$ cat src/rtl/vram_arbiter.sv
// vram_arbiter: shares one single-port synchronous framebuffer RAM between a
// high-priority streaming video reader and a CPU read/write requester.
// Video normally wins every slot it asks for; a saturating wait counter lets a
// pending CPU request preempt video once it has waited MAXWAIT cycles.
// Every RAM access takes two cycles from grant to result: the RAM address is
// registered at the grant edge, the RAM samples it on the following edge, and
// its read data is returned to the winner in the cycle after that.
module vram_arbiter #(
    parameter int A       = 10,
    parameter int D       = 8,
    parameter int MAXWAIT = 16
) (
    input  logic         clk,
    input  logic         reset,

    input  logic         vid_req,
    input  logic [A-1:0] vid_addr,
    output logic         vid_gnt,
    output logic [D-1:0] vid_data,
    output logic         vid_valid,

    input  logic         cpu_req,
    input  logic         cpu_we,
    input  logic [A-1:0] cpu_addr,
    input  logic [D-1:0] cpu_din,
    output logic [D-1:0] cpu_dout,
    output logic         cpu_ack,

    output logic [A-1:0] ram_addr,
    output logic [D-1:0] ram_din,
    output logic         ram_we,
    input  logic [D-1:0] ram_dout
);

    // CPU transaction tracker: one operation in flight at most.
    typedef enum logic [1:0] {
        C_IDLE,
        C_ISSUED,
        C_DONE
    } cpu_state_t;

    localparam logic [7:0] MAXW = 8'(MAXWAIT);

    cpu_state_t   cpu_state;
    cpu_state_t   cpu_state_nxt;

    logic [7:0]   wait_cnt;
    logic [7:0]   wait_cnt_nxt;

    logic         cpu_elig;
    logic         cpu_force;
    logic         cpu_gnt;
    logic         vid_issue;

    // Tag pipeline: stage 1 marks the cycle the RAM samples the address,
    // stage 2 marks the cycle its read data is on ram_dout.
    logic         tag1_vid;
    logic         tag1_cpu;
    logic         tag1_rd;
    logic         tag2_vid;
    logic         tag2_cpu;
    logic         tag2_rd;

    logic [D-1:0] cpu_dout_q;

    // Slot decision: who owns the RAM in this cycle.
    always_comb begin
        cpu_elig  = cpu_req && (cpu_state == C_IDLE) && !tag2_cpu;
        cpu_force = cpu_elig && (wait_cnt == MAXW);
        cpu_gnt   = cpu_force || (cpu_elig && !vid_req);
        vid_issue = vid_req && !cpu_force;
        vid_gnt   = vid_issue;
    end

    // CPU tracker next state: a granted op walks through ISSUED and DONE so a
    // request still held by the CPU cannot be granted a second time.
    always_comb begin
        cpu_state_nxt = cpu_state;
        case (cpu_state)
            C_IDLE:   if (cpu_gnt) cpu_state_nxt = C_ISSUED;
            C_ISSUED: cpu_state_nxt = C_DONE;
            C_DONE:   cpu_state_nxt = C_IDLE;
            default:  cpu_state_nxt = C_IDLE;
        endcase
    end

    // CPU tracker state register.
    always_ff @(posedge clk) begin
        if (reset) begin
            cpu_state <= C_IDLE;
        end else begin
            cpu_state <= cpu_state_nxt;
        end
    end

    // Starvation counter: counts cycles an eligible CPU request loses the slot.
    always_comb begin
        wait_cnt_nxt = wait_cnt;
        if (!cpu_req || cpu_gnt) begin
            wait_cnt_nxt = 8'd0;
        end else if (cpu_elig && (wait_cnt < MAXW)) begin
            wait_cnt_nxt = wait_cnt + 8'd1;
        end
    end

    // Starvation counter register.
    always_ff @(posedge clk) begin
        if (reset) begin
            wait_cnt <= 8'd0;
        end else begin
            wait_cnt <= wait_cnt_nxt;
        end
    end

    // RAM issue register: only the slot winner drives the RAM; an idle slot
    // keeps the last address and data but never writes.
    always_ff @(posedge clk) begin
        if (reset) begin
            ram_addr <= '0;
            ram_din  <= '0;
            ram_we   <= 1'b0;
        end else if (cpu_gnt) begin
            ram_addr <= cpu_addr;
            ram_din  <= cpu_din;
            ram_we   <= cpu_we;
        end else if (vid_issue) begin
            ram_addr <= vid_addr;
            ram_din  <= '0;
            ram_we   <= 1'b0;
        end else begin
            ram_we   <= 1'b0;
        end
    end

    // Tag pipeline: follows each issued access until its data comes back.
    always_ff @(posedge clk) begin
        if (reset) begin
            tag1_vid <= 1'b0;
            tag1_cpu <= 1'b0;
            tag1_rd  <= 1'b0;
            tag2_vid <= 1'b0;
            tag2_cpu <= 1'b0;
            tag2_rd  <= 1'b0;
        end else begin
            tag1_vid <= vid_issue && !cpu_gnt;
            tag1_cpu <= cpu_gnt;
            tag1_rd  <= cpu_gnt && !cpu_we;
            tag2_vid <= tag1_vid;
            tag2_cpu <= tag1_cpu;
            tag2_rd  <= tag1_rd;
        end
    end

    // Captured CPU read data, so cpu_dout keeps the last read across writes.
    always_ff @(posedge clk) begin
        if (reset) begin
            cpu_dout_q <= '0;
        end else if (tag2_cpu && tag2_rd) begin
            cpu_dout_q <= ram_dout;
        end
    end

    // Result delivery: the owner of the returning slot sees ram_dout directly
    // in its valid/ack cycle; everything else is quiet or held.
    always_comb begin
        vid_valid = tag2_vid;
        vid_data  = tag2_vid ? ram_dout : '0;
        cpu_ack   = tag2_cpu;
        cpu_dout  = (tag2_cpu && tag2_rd) ? ram_dout : cpu_dout_q;
    end

endmodule

$ cat config.mk
export PLATFORM = sky130hd
export DESIGN_NAME = vram_arbiter
export DESIGN_NICKNAME = d
export VERILOG_FILES = /design/src/rtl/vram_arbiter.sv
export SDC_FILE = /design/constraint.sdc
export NUM_CORES = 1
export LEC_CHECK = 0
export BUFFER_PORTS_ARGS = -buffer_cell sky130_fd_sc_hd__buf_2
export CAP_MARGIN = 10
export CORE_MARGIN = 2
export CORE_UTILIZATION = 46
export CTS_BUF_LIST = sky130_fd_sc_hd__clkbuf_16
export CTS_CLUSTER_DIAMETER = 50
export DETAILED_ROUTE_END_ITERATION = 7
export HOLD_SLACK_MARGIN = 0.03
export PLACE_DENSITY = 0.85
export SLEW_MARGIN = 40
export SYNTH_ARGS = -nofsm -noshare
export SYNTH_HDL_FRONTEND = slang
export SYNTH_SLANG_ARGS = --single-unit
$ cat constraint.sdc
create_clock -name clk -period 1.9 [get_ports clk]
set_input_delay 0.19 -clock clk [delete_from_list [all_inputs] [get_ports clk]]
set_output_delay 0.19 -clock clk [all_outputs]
set_load 0.01 [all_outputs]
==> results of run 1 <==
-- per-stage QoR --
| step | hold slack [ps] | power, W |
|---|---|---|
| 6_report | 88.5 | 0.00226 |
| 5_1_grt | 96.1 | 0.00235 |
| 4_1_cts | 85.0 | 0.00227 |
| 3_5_place_dp | 384 | 0.00118 |
| 3_3_place_gp | 377 | 0.00117 |
| 2_1_floorplan | 269 | 0.00108 |
-- worst reg2reg max path, cell delays in order (launching register included) --
cell and delay (ps):
dfxtp_1 330, or4b_1 730, nor3_2 310, mux2i_1 220
nor2_1 60
-- where the power goes --
group | total (W) | switching [W] | internal, W | leakage (nW)
registers | 0.000945 | 0.0000152 | 0.000930 | 0.351
logic | 0.000224 | 0.000108 | 0.000116 | 0.720
clock network | 0.00109 | 0.000338 | 0.000752 | 0.0900
total | 0.00226 | 0.000461 | 0.00180 | 1.16
-- path summary, 6_finish.rpt --
check                                          startpoint                       end  slack (ps)
worst min-delay path                               cpu_we        tag1_rd$_SDFF_PP0_          90
worst max register to register  cpu_state[1]$_SDFFE_PP0P_  wait_cnt[1]$_SDFFE_PP0P_         140
worst min register to register   wait_cnt[5]$_SDFFE_PP0P_  wait_cnt[5]$_SDFFE_PP0P_         440
worst max-delay path             wait_cnt[0]$_SDFFE_PP0P_                   vid_gnt          70
-- state kept, by name (all words and copies together) (netlist names) --
signal / count
cpu_state: 2
cpu_ack: 1
tag2_rd: 1
wait_cnt: 8
ram_addr: 10
ram_din: 8
tag1_rd: 1
cpu_dout_q: 8
tag1_vid: 1
tag1_cpu: 1
ram_we: 1
vid_valid: 1
-- kinds of logic after synthesis --
family                   count (synthesis)  synth area share
multiplexers                            19             0.120
XOR/XNOR                                 3            0.0149
flip-flops                              43             0.488
AND/OR/NAND/NOR                         56             0.204
adder cells (fa/ha/maj)                  2            0.0142
buffers and inverters                   15            0.0354
AO/OA/AOI/OAI                           32             0.123
-- cell type report --
class,instances,share of cell area
Sequential cell,43,0.352
Timing Repair Buffer,88,0.190
Tap cell,48,0.0245
Clock buffer,5,0.0510
Clock inverter,3,0.0275
Multi-Input combinational cell,112,0.345
Inverter,7,0.0107
-- routing by layer --
| layer | wire [um] | part of all wire | global-route usage |
|---|---|---|---|
| met5 | 0 | 0 | 0 |
| met4 | 46 | 0.012 | 0.0612 |
| met3 | 373 | 0.097 | 0.0767 |
| met2 | 1720 | 0.45 | 0.318 |
| met1 | 1720 | 0.45 | 0.210 |
-- repair_timing --
| action | CTS | global route |
|---|---|---|
| gates resized for setup | 0 | 2 |
| hold buffers | 0 | 0 |
| setup endpoints to repair | 0 | 3 |
| setup buffers | 0 | 3 |
-- layout by cell type (no fill, tap or decap), drive strengths merged --
cell / Yosys / final
buf: 3 / 88
dfxtp: 43 / 43
mux2: 18 / 18
nor2b: 12 / 12
nand2: 11 / 11
a21oi: 11 / 11
a22oi: 10 / 10
and2: 9 / 9
nor2: 8 / 8
a22o: 8 / 8
inv: 7 / 7
nor3: 6 / 6
clkbuf: 5 / 5
xnor2: 3 / 3
nor4: 3 / 3
a31oi: 2 / 2
ha: 2 / 2
bufinv: 0 / 2
and4bb: 1 / 1
nor4b: 1 / 1
or4b: 1 / 1
o21ai: 1 / 1
or3: 1 / 1
nand3: 1 / 1
mux2i: 1 / 1
and3: 1 / 1
nor3b: 1 / 1
clkinvlp: 0 / 1
==> flow_metrics.env, run 1 <==
export IMPL_synth_seq_area_share=0.488
export IMPL_start_kind="flip-flop"
export IMPL_antenna_cells=0
export IMPL_ir_drop_mv=0.674
export IMPL_die_w_um=66.0
export IMPL_synthCells=170
export IMPL_place_gp_congestion=0.780
export IMPL_worstHoldPathCells=2
export IMPL_ios=79
export IMPL_synth_top_area_frac=0.488
export IMPL_status="completed"
export IMPL_critPathRequiredTime_ps=1710
export IMPL_period_share=0.961
export IMPL_antenna_found_initial=0
export IMPL_cts_tree="done"
export IMPL_nFillCells=302
export IMPL_grt_pass1_vias=1408
export IMPL_power_density_nw_per_um2=920
export IMPL_slowest_stage="dfxtp_2"
export IMPL_synth_ff_type="dfxtp_1"
export IMPL_routed_via_density=5.01
export IMPL_grt_first_pass_wirelength_um=6140
export IMPL_rsz0062_at_grt="no"
export IMPL_hpwl_um=2810
export IMPL_syn_area_um2=1770
export IMPL_synth_area_leaders="dfxtp_1, mux2_2, a22oi_1"
export IMPL_overflow=0
export IMPL_drc=0
export IMPL_place_ws_ps=141
export IMPL_design_area_um2=2450
export IMPL_synth_net_count=213
export IMPL_drive_gt1_frac=0.473
export IMPL_first_pass_iters=4
export IMPL_finalWirelength_um=3860
export IMPL_crit_type="reg2out"
export IMPL_cp_end_kind="output pin"
export IMPL_drtIter0Drc=45
export IMPL_yosysWarningCount=0
export IMPL_synth_most_common_cell="dfxtp_1"
export IMPL_arrival_ps=1640
export IMPL_fp_row_count=22
export IMPL_grt_usage=0.186
export IMPL_setup_slack_ps=73.2
export IMPL_register_area_um2=863
export IMPL_cts_root_buf="clkbuf_16"
export IMPL_hold_path_class="in2reg"
export IMPL_htreeDepth=2
export IMPL_async_flop_share=0
export IMPL_fin_skew_ps=2.78
export IMPL_cts_buffers=5
export IMPL_vias=1533
export IMPL_ys_types=31
export IMPL_leakagePower_nw=1.16
export IMPL_avgRoutedWirePerCell_um=12.6
export IMPL_fmax_mhz=547
export IMPL_relSlewSlack=0.674
export IMPL_die_area_um2=4350
export IMPL_finalSetupViolCount=0
export IMPL_place_inst=295
export IMPL_reg2reg_depth=4
export IMPL_cp_cell_sequence="inv_1 > ha_1 > and4bb_2 > a31oi_1 > buf_4 > buf_2"
export IMPL_final_util=0.666
export IMPL_multi_input_area_um2=847
export IMPL_clkLatencyLatePin_ps=280
export IMPL_cts_max_path_buffers=2
export IMPL_maxCapViolations=0
export IMPL_final_max_slew_viol_count=0
export IMPL_cp_max_fo=11
export IMPL_nNetsFinal=300
export IMPL_fin_crit_ps=1830
export IMPL_clk_pin_slew_worst_paths_ps=60
export IMPL_place_area_um2=2230
export IMPL_initial_core_util=0.479
export IMPL_critPathTopFamily="buffers and inverters"
export IMPL_cts_sinks=43
export IMPL_ant_nets=0
export IMPL_ys_ff_latch=43
export IMPL_area_growth_pct=39.1
export IMPL_finalHoldViolations=0
export IMPL_synth_enable_flop_cells=0
export IMPL_yosysTopAreaCell="dfxtp_1"
export IMPL_final_cells=306
export IMPL_grt_start_max_net_pins=19
export IMPL_yosys_top_cells_count="dfxtp_1, mux2_2, nor2b_1, a21oi_1, nand2_1"
export IMPL_tightest_slew_ps=487
export IMPL_tns_ps=0
export IMPL_core_area_um2=3690
export IMPL_synth_area_per_cell_um2=10.4
export IMPL_die_h_um=66.0
export IMPL_worst_path_buf_inv=3
export IMPL_worst_path_largest_cell_delay_ps=360
export IMPL_io_buffers=78
export IMPL_path_depth=6
Note: power is estimated with default switching activity, not from simulation.
==> inputs of run 2 (changes only) <==
--- a/config.mk
+++ b/config.mk
@@ -9,12 +9,11 @@
 export CAP_MARGIN = 10
 export CORE_MARGIN = 2
 export CORE_UTILIZATION = 46
-export CTS_BUF_LIST = sky130_fd_sc_hd__clkbuf_16
 export CTS_CLUSTER_DIAMETER = 50
 export DETAILED_ROUTE_END_ITERATION = 7
 export HOLD_SLACK_MARGIN = 0.03
 export PLACE_DENSITY = 0.85
-export SLEW_MARGIN = 40
+export SLEW_MARGIN = 20
 export SYNTH_ARGS = -nofsm -noshare
 export SYNTH_HDL_FRONTEND = slang
 export SYNTH_SLANG_ARGS = --single-unit
==> flow_metrics.env, run 2 (synthesized netlist as in run 1, its figures left out) <==
export IMPL_antenna_cells=0
export IMPL_place_ws_ps=141
export IMPL_largest_register_ffs=10
export IMPL_relSlewSlack=0.429
export IMPL_core_area_um2=3690
export IMPL_cp_max_fo=11
export IMPL_power_density_nw_per_um2=836
export IMPL_rsz0062_at_grt="no"
export IMPL_area_growth_pct=35.2
export IMPL_leakagePower_nw=1.13
export IMPL_status="completed"
export IMPL_die_area_um2=4350
export IMPL_grt_usage=0.181
export IMPL_place_gp_congestion=0.780
export IMPL_cts_max_path_buffers=2
export IMPL_hp_start="cpu_we"
export IMPL_fin_crit_ps=1820
export IMPL_drive_gt1_frac=0.467
export IMPL_antenna_found_initial=0
export IMPL_grt_start_max_net_pins=19
export IMPL_reg2reg_depth=6
export IMPL_top_layer_used="met4"
export IMPL_routed_via_density=4.98
export IMPL_cts_sinks=43
export IMPL_period_share=0.956
export IMPL_finalHoldViolations=0
export IMPL_layout_common_cells="buf_2, dfxtp_1, mux2_2"
export IMPL_cts_root_buf="clkbuf_8"
export IMPL_die_h_um=66.0
export IMPL_route_met2_wl_um=1760
export IMPL_initial_core_util=0.479
export IMPL_overflow=0
export IMPL_cp_end_kind="output pin"
export IMPL_drc=0
export IMPL_grt_pass1_vias=1400
export IMPL_finalWirelength_um=3810
export IMPL_maxCapViolations=0
export IMPL_fmax_mhz=550
export IMPL_avgRoutedWirePerCell_um=12.5
export IMPL_htreeDepth=2
export IMPL_final_max_slew_viol_count=0
export IMPL_cts_buffers=5
export IMPL_tightest_slew_ps=851
export IMPL_drtIter0Drc=39
export IMPL_setup_slack_ps=83.0
export IMPL_clkLatencyLatePin_ps=290
export IMPL_ios=79
export IMPL_wl_met3_um=294
export IMPL_r2r_end="ram_din[1]$_SDFFE_PP0P_"
export IMPL_postCtsHoldBufs=0
export IMPL_r2r_start="cpu_ack$_SDFF_PP0_"
export IMPL_first_pass_iters=4
export IMPL_wl_met1_um=1700
export IMPL_ir_drop_mv=0.546
export IMPL_die_w_um=66.0
export IMPL_vias=1520
export IMPL_critPathRequiredTime_ps=1710
export IMPL_finalSetupViolCount=0
export IMPL_start_kind="flip-flop"
export IMPL_ant_nets=0
export IMPL_top_register="ram_addr"
export IMPL_hpwl_um=2810
export IMPL_grt_first_pass_wirelength_um=6050
export IMPL_final_common_cell="buf_2"
export IMPL_crit_type="reg2out"
export IMPL_fp_row_count=22
export IMPL_cts_tree="done"
export IMPL_tns_ps=0
export IMPL_arrival_ps=1630
export IMPL_io_buffers=78
export IMPL_nNetsFinal=299
export IMPL_rrSetupSlack_ps=130
export IMPL_hold_path_class="in2reg"
export IMPL_crit_path_end="vid_gnt"
export IMPL_clk_pin_slew_worst_paths_ps=80
export IMPL_fin_skew_ps=6.76
export IMPL_crit_start="wait_cnt[0]$_SDFFE_PP0P_"
run 2: cell types whose count changed in the layout (fill, tap and decap cells not counted), sizes merged:
cell	before	now
buf	88	87
run 2: per-layer routing:
layer	vias to the layer above	track usage
li1	767	-
met1	687	0.207
met2	62	0.311
met3	4	0.0511
met4	0	0.0842
met5	-	0
run 2: worst min-delay path by stage:
| stage | to | depth (start not counted) |
|---|---|---|
| 6_report | tag1_rd$_SDFF_PP0_ | 2 |
| 2_1_floorplan | tag1_rd$_SDFF_PP0_ | 1 |
| 3_3_place_gp | tag1_rd$_SDFF_PP0_ | 2 |
| 3_5_place_dp | tag1_rd$_SDFF_PP0_ | 2 |
| 5_1_grt | tag1_rd$_SDFF_PP0_ | 2 |
| 4_1_cts | tag1_rd$_SDFF_PP0_ | 2 |
run 2: final cells by class:
cell class | count | area, um2
repair buffers | 87 | 458
flip-flops and latches | 43 | 863
inverters | 7 | 26.3
clock inverters | 3 | 67.6
fillers | 309 | 1300
well taps | 48 | 60.1
multi-input cells | 112 | 842
clock buffers | 5 | 68.8
run 2: per-stage QoR:
step / instances / utilization / area, um2 / total power, W / hold slack [ps]
floorplan: 170 / - / 1770 / 0.00108 / 269
global placement: 295 / 0.605 / 2230 / 0.00117 / 377
detailed placement: 295 / 0.605 / 2230 / 0.00118 / 384
CTS: 303 / 0.642 / 2370 / 0.00201 / 61.0
global route: 305 / 0.647 / 2390 / 0.00208 / 77.8
finish: 305 / 0.647 / 2390 / 0.00199 / 71.9
run 2: power breakdown:
part | switching [W] | leakage [nW] | total (W) | internal, W
sequential | 0.0000150 | 0.351 | 0.000944 | 0.000929
combinational | 0.000106 | 0.714 | 0.000219 | 0.000113
clock | 0.000308 | 0.0644 | 0.000831 | 0.000524
run 2: worst max-delay path, stage by stage, from the launching register on:
cell and delay (ps):
dfxtp_2 360, inv_1 50, ha_1 200, and4bb_2 250, a31oi_1 140, buf_4 200
buf_2 150
run 2: what timing repair did:
item	in CTS	in global routing
endpoints found under the hold margin	0	0
resized for setup	0	2
endpoints found under the setup margin	0	5
buffers inserted	0	2
==> inputs of run 3 (changes only) <==
--- a/config.mk
+++ b/config.mk
@@ -13,6 +13,7 @@
 export DETAILED_ROUTE_END_ITERATION = 7
 export HOLD_SLACK_MARGIN = 0.03
 export PLACE_DENSITY = 0.85
+export RECOVER_POWER = 100
 export SLEW_MARGIN = 20
 export SYNTH_ARGS = -nofsm -noshare
 export SYNTH_HDL_FRONTEND = slang
==> flow_metrics.env, run 3 (synthesized netlist as in run 1, its figures left out) <==
export IMPL_tightest_slew_ps=847
export IMPL_power_density_nw_per_um2=854
export IMPL_rsz0062_at_grt="no"
export IMPL_core_area_um2=3690
export IMPL_clkLatencyLatePin_ps=290
export IMPL_overflow=0
export IMPL_finalWirelength_um=3820
export IMPL_r2r_start="cpu_ack$_SDFF_PP0_"
export IMPL_cp_end_kind="output pin"
export IMPL_layout_common_cells="buf_2, dfxtp_1, clkbuf_1"
export IMPL_antenna_found_initial=0
export IMPL_final_max_slew_viol_count=0
export IMPL_wl_met1_um=1710
export IMPL_io_buffers=78
export IMPL_hold_path_class="in2reg"
export IMPL_avgRoutedWirePerCell_um=12.5
export IMPL_clk_pin_slew_worst_paths_ps=80
export IMPL_routed_via_density=4.96
export IMPL_die_area_um2=4350
export IMPL_relSlewSlack=0.431
export IMPL_tns_ps=0
export IMPL_ir_drop_mv=0.542
export IMPL_maxCapViolations=0
export IMPL_die_h_um=66.0
export IMPL_fp_row_count=22
export IMPL_initial_core_util=0.479
export IMPL_route_met2_wl_um=1750
export IMPL_critPathRequiredTime_ps=1710
export IMPL_period_share=0.963
export IMPL_cts_root_buf="clkbuf_8"
export IMPL_largest_register_ffs=10
export IMPL_drtIter0Drc=30
export IMPL_nNetsFinal=299
export IMPL_fmax_mhz=546
export IMPL_design_area_um2=2320
export IMPL_start_kind="flip-flop"
export IMPL_arrival_ps=1640
export IMPL_vias=1514
export IMPL_top_register="ram_addr"
export IMPL_place_gp_congestion=0.780
export IMPL_final_common_cell="buf_2"
export IMPL_drive_gt1_frac=0.315
export IMPL_grt_usage=0.181
export IMPL_cp_max_fo=11
export IMPL_total_power_w=0.00198
export IMPL_ios=79
export IMPL_cts_max_path_buffers=2
export IMPL_cts_sinks=43
export IMPL_grt_first_pass_wirelength_um=6050
export IMPL_crit_start="wait_cnt[0]$_SDFFE_PP0P_"
export IMPL_finalSetupViolCount=0
export IMPL_area_growth_pct=31.6
export IMPL_wl_met3_um=304
export IMPL_grt_pass1_vias=1400
export IMPL_drc=0
export IMPL_fin_skew_ps=5.82
export IMPL_grt_start_max_net_pins=19
export IMPL_place_area_um2=2230
export IMPL_status="completed"
export IMPL_htreeDepth=2
export IMPL_top_layer_used="met4"
export IMPL_die_w_um=66.0
export IMPL_antenna_cells=0
export IMPL_finalHoldViolations=0
export IMPL_cts_buffers=5
export IMPL_leakagePower_nw=0.981
export IMPL_hpwl_um=2810
export IMPL_first_pass_iters=4
export IMPL_ant_nets=0
export IMPL_fin_crit_ps=1830
export IMPL_cts_tree="done"
export IMPL_hp_start="cpu_we"
export IMPL_crit_type="reg2out"
export IMPL_final_util=0.630
run 3: routing by layer:
layer	global-route usage	vias to the layer above
met5	0	-
li1	-	767
met3	0.0511	6
met2	0.311	62
met4	0.0842	0
met1	0.207	679
run 3: critical path: stages (launching register included):
cell and delay (ps):
dfxtp_2 360, inv_1 50, ha_1 190, and4bb_2 250, a31oi_1 140, buf_4 200, clkbuf_1 160
run 3: final cells by class:
cell class,instances,area (um2)
inverter,7,26.3
sequential,43,863
timing repair buffer,87,410
clock buffer,5,68.8
tap,48,60.1
clock inverter,3,67.6
fill,331,1370
multi-input combinational,112,827
run 3: final timing paths:
| path | slack (ps) | endpoint | cells after the start |
|---|---|---|---|
| max | 70 | vid_gnt | 6 |
| min | 70 | tag1_rd$_SDFF_PP0_ | 2 |
| max reg2reg | 140 | ram_din[1]$_SDFFE_PP0P_ | 6 |
| min reg2reg | 440 | wait_cnt[5]$_SDFFE_PP0P_ | 2 |
run 3: through the flow:
stage                     cells  setup slack (ps)  hold slack (ps)
final                       305              69.9             72.1
after detailed placement    295               141              384
after floorplan             170               299              269
after CTS                   303              33.5             61.0
after global routing        305              9.68             77.6
after global placement      295               192              377
run 3: timing repair:
action                                  CTS  global route
setup buffers                             0             2
hold buffers                              0             0
endpoints found under the setup margin    0             5
resized for setup                         0             2
run 3: power by group:
part / switching [W] / total, W / internal [W]
logic: 0.000105 / 0.000210 / 0.000105
registers: 0.0000156 / 0.000944 / 0.000929
clock network: 0.000306 / 0.000829 / 0.000524
total: 0.000426 / 0.00198 / 0.00156
